<file path="src/rtl/dp_pkg.sv">
`default_nettype none
// ============================================================================
// Module   : dp_pkg
// Purpose  : Shared constants for the parametrised datapath: ALU opcode
//            encoding, status-flag bit positions and the flag vector width.
// Revision : 1.0  initial release
// ============================================================================
package dp_pkg;

    // ALU opcode encoding
    localparam logic [2:0] OP_ADD = 3'b000;
    localparam logic [2:0] OP_SUB = 3'b001;
    localparam logic [2:0] OP_AND = 3'b010;
    localparam logic [2:0] OP_OR  = 3'b011;
    localparam logic [2:0] OP_XOR = 3'b100;
    localparam logic [2:0] OP_NOT = 3'b101;
    localparam logic [2:0] OP_SHL = 3'b110;
    localparam logic [2:0] OP_SHR = 3'b111;

    // Status flag vector layout
    localparam int FLAG_W     = 4;
    localparam int FLAG_ZERO  = 0;
    localparam int FLAG_CARRY = 1;
    localparam int FLAG_NEG   = 2;
    localparam int FLAG_OVF   = 3;

    typedef logic [FLAG_W-1:0] flags_t;

endpackage : dp_pkg
`default_nettype wire

</file>
<file path="src/rtl/param_datapath_if.sv">
`default_nettype none
// ============================================================================
// Module   : param_datapath_if
// Purpose  : Bundle of the control, address, data and status signals between
//            the sequencer (master) and the parametrised datapath (slave).
// Ports    : master drives alu_en, alu_opcode, user_write_data, write_addr,
//            write_en, ra_addr, rb_addr; slave drives read_a, read_b,
//            wb_data, wb_valid and the four registered ALU flags.
// Revision : 1.0  initial release
// ============================================================================
interface param_datapath_if #(
    parameter int WIDTH = 8,
    parameter int NREGS = 16
);
    localparam int AW = $clog2(NREGS);

    logic             alu_en;
    logic [2:0]       alu_opcode;
    logic [WIDTH-1:0] user_write_data;
    logic [AW-1:0]    write_addr;
    logic             write_en;
    logic [AW-1:0]    ra_addr;
    logic [AW-1:0]    rb_addr;
    logic [WIDTH-1:0] read_a;
    logic [WIDTH-1:0] read_b;
    logic [WIDTH-1:0] wb_data;
    logic             wb_valid;
    logic             alu_zero;
    logic             alu_carry;
    logic             alu_neg;
    logic             alu_ovf;

    modport master (
        output alu_en, alu_opcode, user_write_data, write_addr, write_en,
               ra_addr, rb_addr,
        input  read_a, read_b, wb_data, wb_valid,
               alu_zero, alu_carry, alu_neg, alu_ovf
    );

    modport slave (
        input  alu_en, alu_opcode, user_write_data, write_addr, write_en,
               ra_addr, rb_addr,
        output read_a, read_b, wb_data, wb_valid,
               alu_zero, alu_carry, alu_neg, alu_ovf
    );

endinterface : param_datapath_if
`default_nettype wire

</file>
<file path="src/rtl/dp_alu.sv">
`default_nettype none
// ============================================================================
// Module   : dp_alu
// Purpose  : Purely combinational 8-operation ALU, WIDTH bits wide.
// Ports    : a, b    - operands
//            opcode  - operation select (encoding in dp_pkg)
//            result  - WIDTH-bit truncated result
//            flags   - {ovf, neg, carry, zero} at dp_pkg FLAG_* positions
// Revision : 1.0  initial release
// ============================================================================
module dp_alu
    import dp_pkg::*;
#(
    parameter int WIDTH = 8
) (
    input  logic [WIDTH-1:0]  a,
    input  logic [WIDTH-1:0]  b,
    input  logic [2:0]        opcode,
    output logic [WIDTH-1:0]  result,
    output logic [FLAG_W-1:0] flags
);

    // One extra bit holds the carry-out of the add and the borrow of the
    // subtract (the MSB of a zero-extended difference is set iff a < b).
    logic [WIDTH:0] w_sum;
    logic [WIDTH:0] w_diff;
    logic           w_carry;
    logic           w_ovf;

    assign w_sum  = {1'b0, a} + {1'b0, b};
    assign w_diff = {1'b0, a} - {1'b0, b};

    always_comb begin
        result  = '0;
        w_carry = 1'b0;
        w_ovf   = 1'b0;
        case (opcode)
            OP_ADD: begin
                result  = w_sum[WIDTH-1:0];
                w_carry = w_sum[WIDTH];
                w_ovf   = (a[WIDTH-1] == b[WIDTH-1]) &&
                          (w_sum[WIDTH-1] != a[WIDTH-1]);
            end
            OP_SUB: begin
                result  = w_diff[WIDTH-1:0];
                w_carry = w_diff[WIDTH];
                w_ovf   = (a[WIDTH-1] != b[WIDTH-1]) &&
                          (w_diff[WIDTH-1] != a[WIDTH-1]);
            end
            OP_AND: result = a & b;
            OP_OR:  result = a | b;
            OP_XOR: result = a ^ b;
            OP_NOT: result = ~a;
            OP_SHL: begin
                result  = {a[WIDTH-2:0], 1'b0};
                w_carry = a[WIDTH-1];
            end
            default: begin // OP_SHR, logical
                result  = {1'b0, a[WIDTH-1:1]};
                w_carry = a[0];
            end
        endcase
    end

    always_comb begin
        flags             = '0;
        flags[FLAG_ZERO]  = (result == '0);
        flags[FLAG_CARRY] = w_carry;
        flags[FLAG_NEG]   = result[WIDTH-1];
        flags[FLAG_OVF]   = w_ovf;
    end

endmodule : dp_alu
`default_nettype wire

</file>
<file path="src/rtl/param_datapath.sv">
`default_nettype none
// ============================================================================
// Module   : param_datapath
// Purpose  : NREGS x WIDTH register file (2 async read ports, 1 write port)
//            feeding an 8-op ALU. Every write, user or ALU, is captured in a
//            single writeback register on issue and committed one edge later,
//            so write latency is uniformly 2 edges at 1 write per cycle.
//            ALU status flags are registered on ALU issues only.
// Ports    : clk  - rising-edge clock
//            rst  - synchronous active-high reset (clears registers, pipe,
//                   flags; discards a pending write)
//            bus  - param_datapath_if.slave (control in, reads/status out)
// Config   : DP_BYPASS_EN - when defined, read ports forward the pending
//            writeback data on an address match (RAW hazard free).
// Revision : 1.0  initial release
// ============================================================================
module param_datapath
    import dp_pkg::*;
#(
    parameter int WIDTH = 8,
    parameter int NREGS = 16
) (
    input  logic                  clk,
    input  logic                  rst,
    param_datapath_if.slave       bus
);

    localparam int AW = $clog2(NREGS);

    logic [WIDTH-1:0]  r_regs [NREGS];
    logic [WIDTH-1:0]  r_wb_data;
    logic [AW-1:0]     r_wb_addr;
    logic              r_wb_valid;
    flags_t            r_flags;

    logic [WIDTH-1:0]  w_read_a;
    logic [WIDTH-1:0]  w_read_b;
    logic [WIDTH-1:0]  w_alu_result;
    flags_t            w_alu_flags;

    // ------------------------------------------------------------------
    // Read path
    // ------------------------------------------------------------------
`ifdef DP_BYPASS_EN
    // The pending writeback wins over the array so a dependent op issued
    // on the very next cycle sees the fresh value.
    assign w_read_a = (r_wb_valid && (r_wb_addr == bus.ra_addr)) ?
                      r_wb_data : r_regs[bus.ra_addr];
    assign w_read_b = (r_wb_valid && (r_wb_addr == bus.rb_addr)) ?
                      r_wb_data : r_regs[bus.rb_addr];
`else
    // Array only: a register being committed reads its old value until
    // the edge, so dependent ops must be spaced by one cycle.
    assign w_read_a = r_regs[bus.ra_addr];
    assign w_read_b = r_regs[bus.rb_addr];
`endif

    // ------------------------------------------------------------------
    // ALU
    // ------------------------------------------------------------------
    dp_alu #(
        .WIDTH (WIDTH)
    ) u_alu (
        .a      (w_read_a),
        .b      (w_read_b),
        .opcode (bus.alu_opcode),
        .result (w_alu_result),
        .flags  (w_alu_flags)
    );

    // ------------------------------------------------------------------
    // Issue stage: writeback register and flag register
    // ------------------------------------------------------------------
    always_ff @(posedge clk) begin
        if (rst) begin
            r_wb_data  <= '0;
            r_wb_addr  <= '0;
            r_wb_valid <= 1'b0;
            r_flags    <= '0;
        end else begin
            r_wb_valid <= bus.write_en;
            if (bus.write_en) begin
                r_wb_data <= bus.alu_en ? w_alu_result : bus.user_write_data;
                r_wb_addr <= bus.write_addr;
                if (bus.alu_en) begin
                    r_flags <= w_alu_flags;
                end
            end
        end
    end

    // ------------------------------------------------------------------
    // Commit stage: register array
    // ------------------------------------------------------------------
    always_ff @(posedge clk) begin
        if (rst) begin
            for (int i = 0; i < NREGS; i++) begin
                r_regs[i] <= '0;
            end
        end else if (r_wb_valid) begin
            r_regs[r_wb_addr] <= r_wb_data;
        end
    end

    // ------------------------------------------------------------------
    // Outputs
    // ------------------------------------------------------------------
    assign bus.read_a    = w_read_a;
    assign bus.read_b    = w_read_b;
    assign bus.wb_data   = r_wb_data;
    assign bus.wb_valid  = r_wb_valid;
    assign bus.alu_zero  = r_flags[FLAG_ZERO];
    assign bus.alu_carry = r_flags[FLAG_CARRY];
    assign bus.alu_neg   = r_flags[FLAG_NEG];
    assign bus.alu_ovf   = r_flags[FLAG_OVF];

endmodule : param_datapath
`default_nettype wire

</file>
<file path="src/flat_wrapper.sv">
// flat-port wrapper written by rule: the top's interface ports become plain ports
module param_datapath_flat import dp_pkg::*;
#(
    parameter int WIDTH = 8,
    parameter int NREGS = 16
)
  (clk, rst, bus_alu_en, bus_alu_opcode, bus_user_write_data, bus_write_addr, bus_write_en, bus_ra_addr, bus_rb_addr, bus_read_a, bus_read_b, bus_wb_data, bus_wb_valid, bus_alu_zero, bus_alu_carry, bus_alu_neg, bus_alu_ovf);
  param_datapath_if #(.WIDTH(WIDTH), .NREGS(NREGS)) bus_i ();
  input  logic clk;
  input  logic rst;
  input wire logic [$bits(bus_i.alu_en)-1:0] bus_alu_en;
  input wire logic [$bits(bus_i.alu_opcode)-1:0] bus_alu_opcode;
  input wire logic [$bits(bus_i.user_write_data)-1:0] bus_user_write_data;
  input wire logic [$bits(bus_i.write_addr)-1:0] bus_write_addr;
  input wire logic [$bits(bus_i.write_en)-1:0] bus_write_en;
  input wire logic [$bits(bus_i.ra_addr)-1:0] bus_ra_addr;
  input wire logic [$bits(bus_i.rb_addr)-1:0] bus_rb_addr;
  output wire logic [$bits(bus_i.read_a)-1:0] bus_read_a;
  output wire logic [$bits(bus_i.read_b)-1:0] bus_read_b;
  output wire logic [$bits(bus_i.wb_data)-1:0] bus_wb_data;
  output wire logic [$bits(bus_i.wb_valid)-1:0] bus_wb_valid;
  output wire logic [$bits(bus_i.alu_zero)-1:0] bus_alu_zero;
  output wire logic [$bits(bus_i.alu_carry)-1:0] bus_alu_carry;
  output wire logic [$bits(bus_i.alu_neg)-1:0] bus_alu_neg;
  output wire logic [$bits(bus_i.alu_ovf)-1:0] bus_alu_ovf;
  assign bus_i.alu_en = bus_alu_en;
  assign bus_i.alu_opcode = bus_alu_opcode;
  assign bus_i.user_write_data = bus_user_write_data;
  assign bus_i.write_addr = bus_write_addr;
  assign bus_i.write_en = bus_write_en;
  assign bus_i.ra_addr = bus_ra_addr;
  assign bus_i.rb_addr = bus_rb_addr;
  assign bus_read_a = bus_i.read_a;
  assign bus_read_b = bus_i.read_b;
  assign bus_wb_data = bus_i.wb_data;
  assign bus_wb_valid = bus_i.wb_valid;
  assign bus_alu_zero = bus_i.alu_zero;
  assign bus_alu_carry = bus_i.alu_carry;
  assign bus_alu_neg = bus_i.alu_neg;
  assign bus_alu_ovf = bus_i.alu_ovf;
  param_datapath #(.WIDTH(WIDTH), .NREGS(NREGS)) u_core (.clk(clk), .rst(rst), .bus(bus_i));
endmodule
</file>
<file path="config.mk">
export PLATFORM = sky130hd
export DESIGN_NAME = param_datapath_flat
export DESIGN_NICKNAME = d
export VERILOG_FILES = /design/src/rtl/dp_pkg.sv /design/src/rtl/param_datapath_if.sv /design/src/rtl/dp_alu.sv /design/src/rtl/param_datapath.sv /design/src/flat_wrapper.sv
export SDC_FILE = /design/constraint.sdc
export NUM_CORES = 1
export LEC_CHECK = 0
export BUFFER_PORTS_ARGS = -buffer_cell sky130_fd_sc_hd__buf_2
export CORE_ASPECT_RATIO = 0.8
export CORE_MARGIN = 2
export CORE_UTILIZATION = 66
export CTS_CLUSTER_DIAMETER = 30
export DETAILED_ROUTE_END_ITERATION = 12
export GPL_TIMING_DRIVEN = 0
export PLACE_DENSITY = 0.86
export SLEW_MARGIN = 20
export SYNTH_ARGS = -nofsm -noshare
export SYNTH_HDL_FRONTEND = slang
export SYNTH_SLANG_ARGS = --single-unit
</file>
<file path="constraint.sdc">
create_clock -name clk -period 6.7 [get_ports clk]
set_clock_uncertainty 0.15 [all_clocks]
set_input_delay 0.67 -clock clk [delete_from_list [all_inputs] [get_ports clk]]
set_output_delay 0.67 -clock clk [all_outputs]
set_load 0.05 [all_outputs]
</file>
==> out/qor.csv, run 1 <==
stage,metric,value,unit
global_route,grt_antenna_before_repair,1,
setup_path,cp_cell_sequence,clkbuf_1 -> buf_2 -> mux4_2 -> mux2i_1 -> mux2i_1 -> inv_1 -> ha_1 -> clkbuf_1 -> a21oi_1 -> o21ai_0 -> mux2i_1 -> a221o_1 -> o41ai_1 -> nand3_1 -> o31ai_1,
drt,post_drt_wl_per_cell,29.5,µm
floorplan,start_util,66.9,%
setup_path,cp_top_family,compound AO/OA/AOI/OAI gates,
global_route,grt_use_total,40.5,%
job,max_cap_viol_count,0,
logic_synthesis,synth_common_cells,"and2_1 (129), edfxtp_1 (128), mux4_2 (67), nor2_1 (50), inv_1 (30)",
logic_synthesis,async_reset_ff_share,0,%
logic_synthesis,synth_area_leader_cell,edfxtp_1,
timing,setup_viol,0,
drt,vias_per_cell,7.17,
power_and_ir_drop,p_leak,3.88,nW
setup_path,rr_worst_depth,13,
power_and_ir_drop,peakVddDrop,0.000253,V
final_layout,fillers,877,
place,dp.cells,927,
floorplan,die_height,108,µm
global_route,grt_max_degree,17,
cts,clock_tree.root_cell,clkbuf_16,
logic_synthesis,syn_area,8970,µm²
logic_synthesis,ys_top_cells_by_area,"edfxtp_1 (43%), mux4_2 (17%), and2_1 (9.0%), dfxtp_1 (3.8%), ha_1 (3.3%)",
floorplan,die-area,14500,µm²
timing,fmax,186,MHz
cts,htreeDepth,4,
place,dp_hpwl,20300,µm
place,place_area,9420,µm²
logic_synthesis,synth_edf_count,128,
final_layout,nets,819,
place,gp_congestion,0.992,
final_layout,drive_gt1_share,24.8,%
timing,drv_slew,0,
timing,fin_crit,5380,ps
setup_path,cp-endpoint,u_core.r_flags[0],
floorplan,rows,38,
cts,cts.repair.resized,0,
setup_path,ff2ff_setup_slack,2270,ps
timing,tightest_slew,1040,ps
setup_path,arrival,5570,ps
final_layout,synthToLayoutAreaGrowth,12.0,%
setup_path,critical_path_class,input pin to flop,
logic_synthesis,netlist.area_leader.share,42.8,%
global_route,grt.overflow.total,0,
logic_synthesis,yosysUniqueCellTypes,72,
logic_synthesis,synth_most_common_cell,and2_1,
drt,wl,28200,µm
logic_synthesis,synthesis.nets,755,
drt,drtPass1Iterations,5,
logic_synthesis,ys.flop_type,edfxtp_1,
cts,clk_pin_slew,60,ps
cts,clock_path_buffers,2,
timing,setup_tns,0,ps
setup_path,cpMostUsedCell,mux2i_1,
cts,cts-buffers-inserted,17,
cts,clk_latency,440,ps
global_route,grt_pass1_vias,6544,
setup_path,reg2reg_to,u_core.r_flags[0],
place,port_buffers,45,
floorplan,core-area,13400,µm²
setup_path,cp_slowest_cell,clkbuf_1,
cts,ctsHoldBuffers,0,
timing,final-hold-violation-count,0,
cts,clock_sinks,145,
floorplan,io_pins,56,
setup_path,crit_fanout,10,
setup_path,path_depth,15,
drt,vias,6878,
final_layout,stdcell_area,10100,µm²
hold_path,min_path_cells,1,
logic_synthesis,synth_warnings,0,
drt,drcViolationCount,0,
logic_synthesis,ys_seq_area_share,46.6,%
drt,first_iter_violations,1221,
hold_path,hold_path_class,flop to flop,
timing,slew_headroom,30.7,%
logic_synthesis,synth-seq-cells,145,
logic_synthesis,avgSynthCellArea,12.8,µm²
setup_path,end_kind,flop,
global_route,grt_pass1_wl,41400,µm
setup_path,cp-start-kind,input pin,
final_layout,final_cells,959,
timing,grt_setup_unrepaired,false,
setup_path,cpPeakStageDelay,660,ps
final_layout,diodes,0,
logic_synthesis,syn_inst,702,
setup_path,regToRegStartpoint,u_core.r_regs[7][2],
timing,min_period_over_period,80.3,%
drt,drtAntennaViolNets,0,
setup_path,crit_buf_inv,4,
floorplan,die_w,134,µm
cts,cts_tree,yes,
setup_path,required,6900,ps
outcome,status,"finished, final reports clean",
power_and_ir_drop,powerDensity,259,nW/µm²
cts,cts_setup_buffers,0,
setup_path,crit_start,bus_ra_addr[1],
[metrics by stage]
| stage | hold slack [ps] | setup WS (ps) | utilization, % | total power, mW |
|---|---|---|---|---|
| 4_1_cts | 323 | 1420 | 74.8 | 2.57 |
| 3_5_place_dp | 311 | 986 | 70.3 | 1.61 |
| 6_report | 326 | 1320 | 75.0 | 2.60 |
| 3_3_place_gp | 297 | 1090 | 70.3 | 1.60 |
| 2_1_floorplan | 372 | 1670 | - | 1.45 |
| 5_1_grt | 344 | 1160 | 75.0 | 2.66 |
[layout make-up]
type	instances	area, µm²	area share [%]
Sequential cell	145	4180	41.6
Buffer	42	209	2.08
Clock inverter	11	108	1.07
Timing Repair Buffer	45	225	2.24
Inverter	34	128	1.27
Clock buffer	21	503	5.00
Multi-Input combinational cell	481	4470	44.5
Tap cell	180	225	2.24
[power by group]
group	switching, mW	internal, mW
Clock	0.428	0.555
Combinational	0.366	0.197
Sequential	0.0402	1.02
Total	0.834	1.77
[state kept, by name (all words and copies together) (netlist names)]
signal / count
u_core.bus.wb_data: 8
u_core.bus.wb_valid: 1
u_core.r_wb_addr: 4
u_core.r_regs: 128
u_core.r_flags: 4
[layer usage]
metal	global-route usage (%)	wire, µm
met5	0	13
met4	10.9	748
met3	13.3	4390
met2	60.2	12400
met1	58.3	10700
[cells in the final DEF (no fill, tap or decap), types with 4 or more instances in the layout]
master | synthesis | routed
and2_1 | 129 | 129
edfxtp_1 | 128 | 128
mux4_2 | 67 | 67
buf_2 | 7 | 52
nor2_1 | 50 | 50
inv_1 | 30 | 30
mux2i_1 | 26 | 26
clkbuf_1 | 25 | 25
ha_1 | 24 | 24
a21oi_1 | 19 | 19
clkbuf_16 | 0 | 19
or2_2 | 17 | 17
dfxtp_1 | 17 | 17
nand2_1 | 15 | 15
nor3_1 | 14 | 10
o21ai_0 | 9 | 9
a211oi_1 | 9 | 9
nand2b_1 | 7 | 7
buf_1 | 5 | 5
o31ai_1 | 5 | 5
o22ai_1 | 5 | 5
mux2_2 | 4 | 4
mux4_1 | 4 | 4
nor2b_1 | 4 | 4
o21bai_1 | 4 | 4
nor3_2 | 0 | 4
nand3_1 | 4 | 4
o32ai_1 | 4 | 4
xor2_1 | 4 | 4
inv_8 | 0 | 4
[worst min-delay path by stage]
stage | start | to | slack [ps]
finish | u_core.r_flags[1] | u_core.r_flags[1] | 330
global route | bus_write_addr[1] | u_core.r_wb_addr[1] | 340
CTS | bus_write_addr[1] | u_core.r_wb_addr[1] | 320
detailed placement | u_core.r_flags[1] | u_core.r_flags[1] | 310
global placement | u_core.r_flags[0] | u_core.r_flags[0] | 300
floorplan | u_core.r_wb_addr[0] | u_core.r_wb_addr[0] | 370
[cells by family (layout without fill, tap and decap cells)]
group	Yosys count	in the layout	synth area share (%)
AOI/OAI and AO/OA	92	92	7.75
xor gates and xnor gates	7	7	0.683
adders and majority gates	26	26	3.79
buffers and inverters	76	153	3.75
DFF	145	145	46.6
muxes	103	103	21.7
and+or+nand+nor	253	253	15.7
No activity file was read; power rests on OpenSTA's default activity.
==> inputs of run 2 (changes only) <==
- CORE_UTILIZATION: 66 -> 62
- PLACE_DENSITY: 0.86 -> 0.81
- clock period: 6.7 -> 5.48 ns (I/O delays scaled with it)
==> run 2 against run 1 <==
  * Sequential share of layout area grew 0.10 points
  * Die area rose by 6.2%
  * Combinational power up 22%
  * Final cell count grew 0.42%
  * Register-to-register slack lost 1100 ps
  * Routed wire length decreased by 3.2%
  * Flip-flop and latch count unchanged
  * Non-clock buffer count unchanged
  * Clock power up 16%
  * Sequential power grew 22%
  * Core utilization down 4.4 points
  * Power is 20% higher
==> out/qor.csv, run 2 (same netlist as run 1, synthesis figures left out) <==
stage,metric,value,unit
outcome,status,"finished, final reports clean",
cts,cts_setup_buffers,0,
global_route,grt_use_total,36.5,%
cts,clk_latency,440,ps
cts,clock_sinks,145,
timing,tightest_slew,1040,ps
setup_path,cp-start-kind,input pin,
power_and_ir_drop,powerDensity,311,nW/µm²
global_route,grt_pass1_wl,40900,µm
floorplan,core-area,14200,µm²
setup_path,crit_buf_inv,2,
final_layout,final_core_util,70.6,%
power_and_ir_drop,p_leak,3.87,nW
final_layout,largest_reg_flops,128,
timing,final-hold-violation-count,0,
timing,fin_crit,5190,ps
final_layout,drive_gt1_share,24.9,%
setup_path,end_kind,flop,
place,port_buffers,45,
timing,grt_setup_unrepaired,false,
global_route,grt.overflow.total,0,
cts,cts-buffers-inserted,17,
global_route,grt_antenna_before_repair,0,
setup_path,crit_fanout,10,
global_route,grt_pass1_vias,6523,
setup_path,cp_top_family,compound AO/OA/AOI/OAI gates,
final_layout,diodes,0,
setup_path,cpMostUsedCell,mux4_2,
final_layout,layout.cells.most_common,and2_1,
floorplan,die_height,112,µm
place,dp_hpwl,19800,µm
drt,vias_per_cell,7.08,
timing,slew_headroom,28.9,%
setup_path,cpPeakStageDelay,800,ps
floorplan,start_util,63.2,%
global_route,grt_max_degree,17,
cts,clock_path_buffers,2,
cts,ctsHoldBuffers,0,
drt,first_iter_violations,1337,
drt,drtPass1Iterations,8,
drt,post_drt_wl_per_cell,28.4,µm
setup_path,cp_cell_sequence,clkbuf_1 -> buf_1 -> mux4_2 -> mux4_2 -> ha_1 -> fa_1 -> a21oi_1 -> o21ai_0 -> mux2i_1 -> a221o_1 -> o41ai_1 -> nand3_1 -> o31ai_1,
setup_path,arrival,5390,ps
cts,htreeDepth,4,
final_layout,synthToLayoutAreaGrowth,11.8,%
job,max_cap_viol_count,0,
cts,clock_tree.root_cell,clkbuf_16,
hold_path,hold_path_class,input pin to flop,
final_layout,regMostFlops,u_core.r_regs,
setup_path,critical_path_class,input pin to flop,
floorplan,die_w,138,µm
timing,setup_tns,0,ps
drt,drcViolationCount,0,
timing,min_period_over_period,94.7,%
timing,fmax,193,MHz
floorplan,rows,39,
drt,drtAntennaViolNets,0,
setup_path,required,5680,ps
final_layout,final_cell_mix,"and2_1 (129), edfxtp_1 (128), mux4_2 (67)",
timing,drv_slew,0,
setup_path,cp_slowest_cell,buf_1,
drt,wl,27300,µm
floorplan,die-area,15500,µm²
cts,clk_pin_slew,70,ps
cts,cts_tree,yes,
timing,setup_viol,0,
floorplan,io_pins,56,
power_and_ir_drop,peakVddDrop,0.000255,V
place,gp_congestion,1.03,
final_layout,nets,819,
drt,vias,6815,
==> run 2: cell types whose count changed in the layout (fill, tap and decap cells not counted) <==
| cell | before | now |
|---|---|---|
| clkinv_2 | 1 | 2 |
| clkbuf_8 | 2 | 4 |
| buf_1 | 5 | 4 |
| inv_4 | 1 | 2 |
| clkinv_8 | 1 | 0 |
| inv_8 | 4 | 0 |
| clkbuf_16 | 19 | 18 |
| clkinv_4 | 1 | 2 |
| clkbuf_2 | 0 | 1 |
| clkbuf_4 | 0 | 1 |
==> run 2: what timing repair did <==
action,in CTS,in global routing
hold endpoints to repair,0,0
resized for setup,0,2
setup endpoints to repair,0,1
==> run 2: power by group <==
part / switching, mW / total [mW] / internal [mW]
clock: 0.475 / 1.14 / 0.664
combinational: 0.447 / 0.689 / 0.242
sequential: 0.0449 / 1.29 / 1.24
==> run 2: through the flow <==
step | hold WS, ps | setup slack [ps] | instance area, µm² | total power [mW] | cells
after CTS | 198 | 339 | 10000 | 3.09 | 963
after global routing | 225 | 10.8 | 10000 | 3.20 | 963
after global placement | 292 | -10.0 | 9430 | 1.96 | 931
final | 207 | 290 | 10000 | 3.12 | 963
after detailed placement | 307 | -72.0 | 9430 | 1.97 | 931
after floorplan | 372 | 568 | 8970 | 1.77 | 702
==> run 2: layer usage <==
metal  vias up  global-route usage (%)  share of wire, %
met4         0                    12.3               2.7
met2       632                    53.9                44
met3        62                    10.5                16
met1      3328                    52.9                37
li1       2793                       -                 -
met5         -                       0                 0
==> run 2: path summary, 6_finish.rpt <==
kind,start,endpoint,slack [ps],cells past startpoint
setup / recovery,bus_rb_addr[0],u_core.r_flags[0],290,13
hold / removal,bus_write_addr[0],u_core.r_wb_addr[0],210,3
setup reg to reg,u_core.r_regs[6][1],u_core.r_flags[0],1140,12
hold reg to reg,u_core.r_flags[0],u_core.r_flags[0],330,2
==> run 2: layout make-up <==
class                           instances  area, µm²
Buffer                                 42        210
Clock buffer                           23        513
Clock inverter                          9       66.3
Fill cell                             952       4170
Inverter                               34        128
Multi-Input combinational cell        481       4470
Sequential cell                       145       4180
Tap cell                              184        230
Timing Repair Buffer                   45        225
==> run 2: worst register-to-register path, delay by kind of cell (launching register included) <==
family / cells / cell delay (ps)
AO/OA/AOI/OAI: 6 / 1570
adder cells (fa/ha/maj): 1 / 390
buffers and inverters: 1 / 210
AND/OR/NAND/NOR: 1 / 360
flip-flops: 1 / 380
multiplexers: 3 / 1210
==> inputs of run 3 (changes only) <==
- REMOVE_ABC_BUFFERS: default -> 1
==> run 3 against run 2 <==
  * Combinational power down 7.5%
  * Die area is the same
  * Clock power about the same
  * Fmax grew 8.5%
  * Power down 1.1%
  * Critical path type unchanged
==> out/qor.csv, run 3 (same netlist as run 1, synthesis figures left out) <==
stage,metric,value,unit
power_and_ir_drop,peakVddDrop,0.000326,V
timing,fmax,209,MHz
final_layout,diodes,0,
global_route,grt_antenna_before_repair,0,
cts,ctsHoldBuffers,0,
cts,htreeDepth,4,
outcome,status,"finished, final reports clean",
floorplan,core-area,14200,µm²
cts,cts.repair.resized,0,
setup_path,critical_path_class,input pin to flop,
timing,setup_tns,0,ps
cts,clock_tree.root_cell,clkbuf_16,
power_and_ir_drop,powerDensity,311,nW/µm²
global_route,grt_pass1_vias,6305,
hold_path,hold_path_class,input pin to flop,
power_and_ir_drop,netSwitchingPower,944,µW
timing,final-hold-violation-count,0,
floorplan,rows,39,
job,max_cap_viol_count,0,
setup_path,end_kind,flop,
floorplan,die-area,15500,µm²
final_layout,final_cell_mix,"and2_1 (129), edfxtp_1 (128), mux4_2 (67)",
timing,tightest_slew,1260,ps
setup_path,cp-start-kind,input pin,
global_route,grt_use_total,33.2,%
floorplan,die_height,112,µm
power_and_ir_drop,p_seq_share,42.4,%
cts,clock_sinks,145,
power_and_ir_drop,internal_power,2.14,mW
timing,drv_slew,0,
cts,cts_setup_buffers,0,
cts,cts_tree,yes,
global_route,grt.overflow.total,0,
drt,post_drt_wl_per_cell,26.8,µm
setup_path,regToRegStartpoint,u_core.r_regs[7][0],
place,gp_congestion,0.980,
setup_path,arrival,4920,ps
floorplan,io_pins,56,
timing,min_period_over_period,87.3,%
setup_path,required,5610,ps
drt,wl,25000,µm
global_route,grt_max_degree,37,
final_layout,synthToLayoutAreaGrowth,10.4,%
final_layout,largest_reg_flops,128,
floorplan,start_util,63.2,%
drt,vias_per_cell,6.99,
place,dp_hpwl,17400,µm
timing,grt_setup_unrepaired,false,
drt,drcViolationCount,0,
floorplan,die_w,138,µm
power_and_ir_drop,power,3.08,mW
cts,clock_path_buffers,2,
timing,setup_viol,0,
setup_path,ff2ff_setup_slack,1180,ps
place,port_buffers,55,
timing,fin_crit,4780,ps
power_and_ir_drop,combPwrFrac,20.6,%
drt,drtAntennaViolNets,0,
setup_path,crit_start,bus_rb_addr[0],
final_layout,layout.cells.most_common,and2_1,
power_and_ir_drop,swShare,30.6,%
final_layout,nets,789,
drt,drtPass1Iterations,7,
final_layout,drive_gt1_share,25.4,%
cts,clk_pin_slew,60,ps
timing,slew_headroom,15.1,%
power_and_ir_drop,p_leak,3.82,nW
setup_path,crit_fanout,19,
cts,clk_latency,430,ps
power_and_ir_drop,clock_power_share,36.9,%
drt,vias,6525,
final_layout,regMostFlops,u_core.r_regs,
cts,cts-buffers-inserted,17,
hold_path,min_from,bus_write_addr[2],
drt,first_iter_violations,978,
global_route,grt_pass1_wl,38000,µm
## run 3: cell count changes in the layout (fill, tap and decap cells not counted), moves of 2 or more
cell / previous run / this run
buf_1: 4 / 0
clkbuf_1: 25 / 1
clkbuf_8: 4 / 2
nor3_2: 4 / 2
buf_4: 2 / 0
buf_2: 52 / 55
inv_8: 0 / 2
nor3_1: 10 / 12
inv_4: 2 / 0
## run 3: power groups by stage
stage                     Combinational, mW  Sequential, mW  Clock, mW
after floorplan                       0.415            1.32          0
after global placement                0.609            1.32          0
after detailed placement              0.619            1.33          0
after CTS                             0.623            1.30       1.14
after global routing                  0.678            1.31       1.18
final                                 0.637            1.31       1.14
## run 3: per-layer routing
metal	track usage [%]	wire (µm)
met5	0	0
met4	13.3	1080
met3	8.30	2980
met2	52.1	11600
met1	45.5	9320
## run 3: area by class of cell
type	instances	area (µm²)
clock buffer	20	457
clock inverter	12	123
fill	940	4290
inverter	34	128
multi-input combinational	481	4460
sequential	145	4180
tap	184	230
timing repair buffer	57	323
## run 3: final timing paths
check / to / depth (start not counted)
worst max register to register: u_core.bus.wb_data[6] / 11
worst min-delay path: u_core.r_wb_addr[2] / 3
worst min register to register: u_core.r_flags[0] / 2
worst max-delay path: u_core.bus.wb_data[6] / 13
## run 3: through the flow
stage          std cells  util (%)  cell area [µm²]  setup slack (ps)  hold slack, ps
3_3_place_gp         899      65.3             9270              89.2             309
4_1_cts              932      69.5             9870               571             204
3_5_place_dp         900      65.5             9290               130             291
2_1_floorplan        660         -             8760              1030             369
6_report             933      69.8             9910               697             213
5_1_grt              933      69.8             9910               528             222
## run 3: worst max-delay path, cell delays in order
cell,delay [ps]
buf_2,460
buf_12,270
mux4_2,590
mux4_2,580
ha_1,280
fa_1,410
a21oi_1,220
o21ai_0,210
mux2i_1,170
a221o_1,350
o41ai_1,470
a311o_1,270
a21oi_1,70
